### src/rtl/instr_mem_loader.sv
// instr_mem_loader: writes a framed byte stream (header, words, checksum) into instruction memory.
// The processor core is held in reset until a load completes with a matching checksum. Rev 1.0
`default_nettype none

module instr_mem_loader #(
    parameter int ADDR_WIDTH = 4
) (
    input  logic                  clock,
    input  logic                  reset,
    input  logic                  start,
    input  logic                  in_valid,
    input  logic [7:0]            in_data,
    output logic                  in_ready,
    output logic                  mem_we,
    output logic [ADDR_WIDTH-1:0] mem_addr,
    output logic [31:0]           mem_wdata,
    output logic                  core_reset,
    output logic                  busy,
    output logic                  done,
    output logic                  error
);

    // Largest legal header byte: word count H+1 must fit the memory depth.
    localparam logic [8:0] MAX_HEADER = 9'((1 << ADDR_WIDTH) - 1);

    typedef enum logic [2:0] {
        IDLE   = 3'd0,
        HEADER = 3'd1,
        DATA   = 3'd2,
        CHECK  = 3'd3,
        DONE   = 3'd4,
        ERROR  = 3'd5
    } state_t;

    state_t                state;
    state_t                state_next;
    logic [ADDR_WIDTH-1:0] word_idx;
    logic [ADDR_WIDTH-1:0] last_idx;
    logic [1:0]            byte_idx;
    logic [23:0]           word_buf;
    logic [7:0]            checksum;
    logic                  accept;
    logic                  load_start;
    logic                  header_overflow;

    assign in_ready        = (state == HEADER) || (state == DATA) || (state == CHECK);
    assign accept          = in_valid && in_ready;
    assign load_start      = start && ((state == IDLE) || (state == DONE) || (state == ERROR));
    assign header_overflow = ({1'b0, in_data} > MAX_HEADER);

    assign busy       = in_ready;
    assign done       = (state == DONE);
    assign error      = (state == ERROR);
    assign core_reset = (state != DONE);

    always_ff @(posedge clock) begin
        if (reset) begin
            state <= IDLE;
        end else begin
            state <= state_next;
        end
    end

    always_comb begin
        state_next = state;
        case (state)
            IDLE: begin
                if (start) state_next = HEADER;
            end
            HEADER: begin
                if (accept) state_next = header_overflow ? ERROR : DATA;
            end
            DATA: begin
                // Leave as the final byte of the last word is taken; its write lands in CHECK.
                if (accept && (byte_idx == 2'd3) && (word_idx == last_idx)) state_next = CHECK;
            end
            CHECK: begin
                if (accept) state_next = (in_data == checksum) ? DONE : ERROR;
            end
            DONE, ERROR: begin
                if (start) state_next = HEADER;
            end
            default: state_next = IDLE;
        endcase
    end

    always_ff @(posedge clock) begin
        if (reset) begin
            word_idx  <= '0;
            last_idx  <= '0;
            byte_idx  <= 2'd0;
            word_buf  <= 24'd0;
            checksum  <= 8'd0;
            mem_we    <= 1'b0;
            mem_addr  <= '0;
            mem_wdata <= 32'd0;
        end else begin
            mem_we <= 1'b0;
            if (load_start) begin
                word_idx <= '0;
                byte_idx <= 2'd0;
                word_buf <= 24'd0;
                checksum <= 8'd0;
            end
            if ((state == HEADER) && accept) begin
                last_idx <= in_data[ADDR_WIDTH-1:0];
            end
            if ((state == DATA) && accept) begin
                checksum <= checksum ^ in_data;
                byte_idx <= byte_idx + 2'd1;
                case (byte_idx)
                    2'd0: word_buf[7:0]   <= in_data;
                    2'd1: word_buf[15:8]  <= in_data;
                    2'd2: word_buf[23:16] <= in_data;
                    default: begin
                        mem_we    <= 1'b1;
                        mem_addr  <= word_idx;
                        mem_wdata <= {in_data, word_buf};
                        word_idx  <= word_idx + 1'b1;
                    end
                endcase
            end
        end
    end

endmodule

`default_nettype wire

### config.mk
export PLATFORM = sky130hd
export DESIGN_NAME = instr_mem_loader
export DESIGN_NICKNAME = d
export VERILOG_FILES = /design/src/rtl/instr_mem_loader.sv
export SDC_FILE = /design/constraint.sdc
export NUM_CORES = 1
export LEC_CHECK = 0
export ABC_AREA = 1
export BUFFER_PORTS_ARGS = -buffer_cell sky130_fd_sc_hd__buf_2
export CORE_UTILIZATION = 59
export DETAILED_ROUTE_END_ITERATION = 12
export PLACE_DENSITY = 0.79
export SLEW_MARGIN = 20
export SYNTH_ARGS = -nofsm -noshare
export SYNTH_HDL_FRONTEND = slang
export SYNTH_SLANG_ARGS = --single-unit
### constraint.sdc
create_clock -name clock -period 3.3 [get_ports clock]
set_input_delay 0.33 -clock clock [delete_from_list [all_inputs] [get_ports clock]]
set_output_delay 0.33 -clock clock [all_outputs]
set_load 0.005 [all_outputs]
[Word-level counts from Yosys, hierarchy flattened]
Index checks and enable logic that the tools add are counted.
Storage, ports and cells
  output and inout bits: 42
  bits in latches: 0
  memories: 0
  input port bits: 12
  register bits: 82
  bits in read-only memories: 0
  word-level logic and storage cells: 68
  RAM bits: 0
Cells by class
  shift-type cells: 0
  bitwise operators: 3
  $lt $le $gt $ge: 1
  $mul: 0
  reduce and logical (&&, ||, !) cells: 18
  muxes and demuxes: 20
  $add $sub $neg: 2
  eq/ne operators: 15
  div/mod/pow operators: 0
Operators with widths (count)
  2-to-1 mux 24 bit: 2
  2-to-1 mux 8 bit: 5
  2-to-1 mux 3 bit: 5
  2-to-1 mux 4 bit: 3
  one-hot mux 3 bit (4 select lines): 1
  equality test 8 bit: 1
  greater-than comparator 8 x 4 -> 1 bit, second input constant: 1
  bitwise XOR 8 bit: 1
  equality test 3 x 2 -> 1 bit, second input constant: 2
  equality test 3 bit, second input constant: 2
  logical AND 1 bit: 6
  OR reduction 3 bit: 2
  adder 4 x 1 -> 4 bit, second input constant: 1
  equality test 2 bit, second input constant: 2
  equality test 4 bit: 1
  logical OR 1 bit: 4
  2-to-1 mux 2 bit: 2
  inequality test 2 x 1 -> 1 bit, second input constant: 2
  inequality test 2 bit, second input constant: 2
  AND reduction 4 bit: 1
  equality test 3 x 1 -> 1 bit, second input constant: 1
  logical NOT 3 bit: 1
  inequality test 3 bit, second input constant: 1
  adder 2 x 1 -> 2 bit, second input constant: 1
  other kinds (7): 9

[Depth between registers and ports, before layout]
  depth in word-level cells: 8
  mapped depth: 11
  gate-level depth less buffers: 11

[Worst setup path after synthesis]
No wires, ideal clock.
  kind: register to register
  start: register state[1]
  end: register word_buf[14]
  path slack: 1.988 ns
  setup time: 0.119 ns
  buffers on the path: 1
  stages on the path, launching flop included: 9
  period minus slack after synthesis: 1.312 ns
  arrival: 1.193 ns
  required time: 3.181 ns
  cells stage by stage: dfxtp_1 > inv_1 > nor3_4 > nand2_4 > inv_6 > nand2_4 > buf_6 > o21ai_0 > a21oi_1
On the way
  cells in the longest elaborated chain, start to end: 7
  elaborated cells on any way between the ends: 16
  those cells by class: eq/ne (5); mux (3); reduce/logical (8)
Ends and longest elaborated chain
  from (decl): line 35  | state_t state;
  from (signal assigned): line 60  | state <= state_next;
  equality test 3 bit or logical NOT 3 bit (tied branches): line 48  | assign load_start = start && ((state == IDLE) || (state == DONE) || (state == ERROR));
  logical OR 1 bit (2 in series): line 48
  logical AND 1 bit: line 48
  2-to-1 mux 24 bit: line 99  | if (load_start) begin
  2-to-1 mux 8 bit: line 111  | case (byte_idx)
  2-to-1 mux 24 bit *: line 108  | if ((state == DATA) && accept) begin
  to (signal assigned): line 113  | 2'd1: word_buf[15:8] <= in_data;
  to (decl): line 40  | logic [23:0] word_buf;
Every way passes the cells marked *; elsewhere a longest branch is shown, timed or not.
A chain may end at the register's enable or synchronous reset.

[Worst setup path in the final report]
  start: register state[1]
  end: register word_idx[0]
On the way
  cells in the longest elaborated chain, start to end: 7
  elaborated cells on any way between the ends: 16
  those cells by class: eq/ne (5); mux (3); reduce/logical (8)
Ends and longest elaborated chain
  equality test 3 bit or logical NOT 3 bit (tied branches): line 48
  logical OR 1 bit (2 in series): line 48
  logical AND 1 bit: line 48
  2-to-1 mux 4 bit: line 99
  2-to-1 mux 4 bit: line 111
  2-to-1 mux 4 bit *: line 108
  to (signal assigned): line 119  | word_idx <= word_idx + 1'b1;
  to (decl): line 37  | logic [ADDR_WIDTH-1:0] word_idx;
Marked as above.

==> out/results.tsv <==
stage	metric	value	unit
status	outcome	finished, final reports clean	
cells_and_area	area_growth	13.8	%
pwr	power.leakage	1.82	nW
cells_and_area	nets	503	
setup_path	critical_path.endpoint_type	flop	
die	core	5510	um^2
clock_network	cts.sinks	82	
clock_network	cts_hold_buf	0	
clock_network	cts_made_buffers	9	
setup_path	required	3.55	ns
clock_network	clock_path_buffers	2	
global_route	use_met1	0.336	
timing	setup_viol	0	
setup_path	slowest_delay	0.41	ns
drt	viasPerCell	5.24	
synthesis	syn-instance-count	441	
drt	routed_wl	7.34	mm
global_route	grt_overflow	0	
timing	hold_viol_final	0	
die	io_pins	54	
timing	fin_crit_sh	0.632	
pwr	p_int	1.54	mW
timing	worstMarginPinSlew	0.758	ns
timing	drv_slew	0	
setup_path	cp_top_family	simple AND/OR/NAND/NOR gates	
global_route	grt_pass1_vias	2780	
synthesis	synth_edf_count	0	
timing	hold_ws	0.351	ns
synthesis	synth_nets	459	
synthesis	synthTopCellsByArea	dfxtp_1, nor2_1, o21ai_0, nand2_1, a21oi_1	
synthesis	netlist_top_cells_count	nor2_1, dfxtp_1, nand2_1, o21ai_0, a21oi_1	
cells_and_area	fillers	452	
clock_network	cts_tree	done	
synthesis	syn_area	3380	um^2
setup_path	crit_path_start_kind	flop	
synthesis	synth_seq_cells	82	
die	start_util	0.614	
synthesis	synth_warnings	0	
pwr	power.switching	0.559	mW
drt	wire_per_inst	13.1	um
placed_design	gp_congestion	0.927	
synthesis	synth-main-ff-cell	dfxtp_1	
synthesis	seq_area_frac_synth	0.485	
run	maxCapViolations	0	
placed_design	io_buffers	53	
die	die_area	6040	um^2
global_route	grt_use_met3	0.0494	
setup_path	crit_chain	inv_1 > nor3_4 > nand2_4 > nor2_8 > inv_2 > nor2_1 > inv_1 > nand2_1 > nor2_1	
synthesis	synth_cell_types	29	
setup_path	cp.arrival	2.34	ns
pwr	p_clk_frac	0.377	
hold_path	hold_class	primary input to flop	
timing	max_freq	0.480	GHz
timing	rsz0062_at_grt	no	
drt	num_vias	2937	
synthesis	synth_largest_area_cell	dfxtp_1	
clock_network	cts.repair.resized	0	
drt	drtPass1Iterations	4	
global_route	top_usage_layer	met2	
clock_network	insertion_delay	0.35	ns
timing	tns	0	ns
pwr	vdd_ir_drop_max	0.000331	V
drt	drc	0	
die	fp.dieH	77.7	um
timing	fin_skew	0.00639	ns
pwr	seqPwrFrac	0.496	
die	die_w	77.7	um
global_route	track_usage	0.272	
clock_network	cts-root-buf	clkbuf_8	
global_route	antenna_found_initial	0	
drt	final_antenna_net_count	0	
global_route	use_met2	0.456	
placed_design	dp_hpwl	4.66	mm
timing	max_slew_margin	0.494	
global_route	grt_max_degree	42	
timing	fin_crit	2.08	ns
drt	initialDrtViolationCount	209	
clock_network	h-tree-depth	3	
cells_and_area	drive_above_1_share	0.176	
pwr	p_per_area	546	nW/um^2
synthesis	synth_top_area_share	0.485	
global_route	grt_first_pass_wirelength	12.6	mm
setup_path	cp_slowest_cell	nor2_8	
setup_path	path_buf_inv	3	
clock_network	cts_setup_buffers	0	
synthesis	ys_async_sr_fraction	0	
clock_network	path_clk_slew	0.08	ns
pwr	p_sw_frac	0.266	
cells_and_area	diodes	0	
synthesis	synth.avg_cell_area	7.67	um^2
setup_path	path_class	flop to flop	
setup_path	cp_max_fo	41	
die	rows	27	
synthesis	synth_most_common_cell	nor2_1	
pwr	combPwrFrac	0.127	
-- stage by stage --
| step | worst slack, ns | power [mW] | utilization | instances | area (um^2) |
|---|---|---|---|---|---|
| 3_5_place_dp | 1.22 | 1.33 | 0.660 | 546 | 3630 |
| 5_1_grt | 1.01 | 2.20 | 0.699 | 561 | 3850 |
| 2_1_floorplan | 1.99 | 1.26 | - | 441 | 3380 |
| 3_3_place_gp | 1.32 | 1.32 | 0.660 | 546 | 3630 |
| 6_report | 1.22 | 2.10 | 0.699 | 561 | 3850 |
| 4_1_cts | 1.19 | 2.11 | 0.699 | 561 | 3850 |
-- layer usage --
| layer | vias to the layer above | share of wire |
|---|---|---|
| li1 | 1514 | - |
| met1 | 1331 | 0.46 |
| met2 | 75 | 0.47 |
| met3 | 17 | 0.046 |
| met4 | 0 | 0.023 |
| met5 | - | 0 |
-- state kept, by name (all words and copies together) (netlist names) --
name	cells
word_idx	4
byte_idx	2
checksum	8
state	3
word_buf	24
mem_we	1
mem_addr	4
last_idx	4
mem_wdata	32
-- cell families (layout without fill, tap and decap cells) --
| family | Yosys count | count (layout) | share of synthesized area |
|---|---|---|---|
| xor+xnor | 8 | 8 | 0.0207 |
| simple gates | 180 | 180 | 0.227 |
| fa+ha+maj | 6 | 6 | 0.0222 |
| compound gates | 118 | 118 | 0.178 |
| buf+inv | 47 | 95 | 0.0670 |
| flops | 82 | 82 | 0.485 |
-- worst min-delay path, cell delays in order --
cell	delay (ns)
buf_2	0.15
nor2_1	0.12
nor2_1	0.06
-- cell type report --
cell class                      instances  area [um^2]  share of cell area
Sequential cell                        82         1640               0.426
Multi-Input combinational cell        312         1510               0.393
Timing Repair Buffer                   54          285              0.0741
Clock buffer                           10          138              0.0357
Inverter                               26          103              0.0266
Tap cell                               72         90.1              0.0234
Clock inverter                          5         78.8              0.0205
-- power groups by stage --
stage                     sequential, mW  combinational [mW]  clock (mW)
after floorplan                     1.06               0.200           0
after global placement              1.06               0.259           0
after detailed placement            1.07               0.264           0
after CTS                           1.04               0.266       0.801
after global routing                1.05               0.296       0.855
final                               1.04               0.267       0.793
-- layout by cell type, fill, tap and decap left out, drive strengths merged --
master  instances
or2             7
nor3            2
nand2          77
ha              6
o21bai          1
bufinv          2
nand3           7
clkbuf         10
o21ai          69
xnor2           6
inv            26
a21oi          46
nand4           1
nor2           86
dfxtp          82
a31oi           1
buf            54
clkinv          3
xor2            2
a211oi          1
-- path summary, 6_finish.rpt --
kind / start / endpoint / slack [ns] / cells past startpoint
max: state[1]$_SDFFE_PP0P_ / word_idx[0]$_SDFF_PP0_ / 1.22 / 9
min: in_data[4] / mem_wdata[28]$_SDFFE_PP0P_ / 0.35 / 3
max reg2reg: state[1]$_SDFFE_PP0P_ / word_idx[0]$_SDFF_PP0_ / 1.22 / 9
min reg2reg: word_buf[7]$_SDFF_PP0_ / word_buf[7]$_SDFF_PP0_ / 0.47 / 2
(Power assumes the default switching activity.)
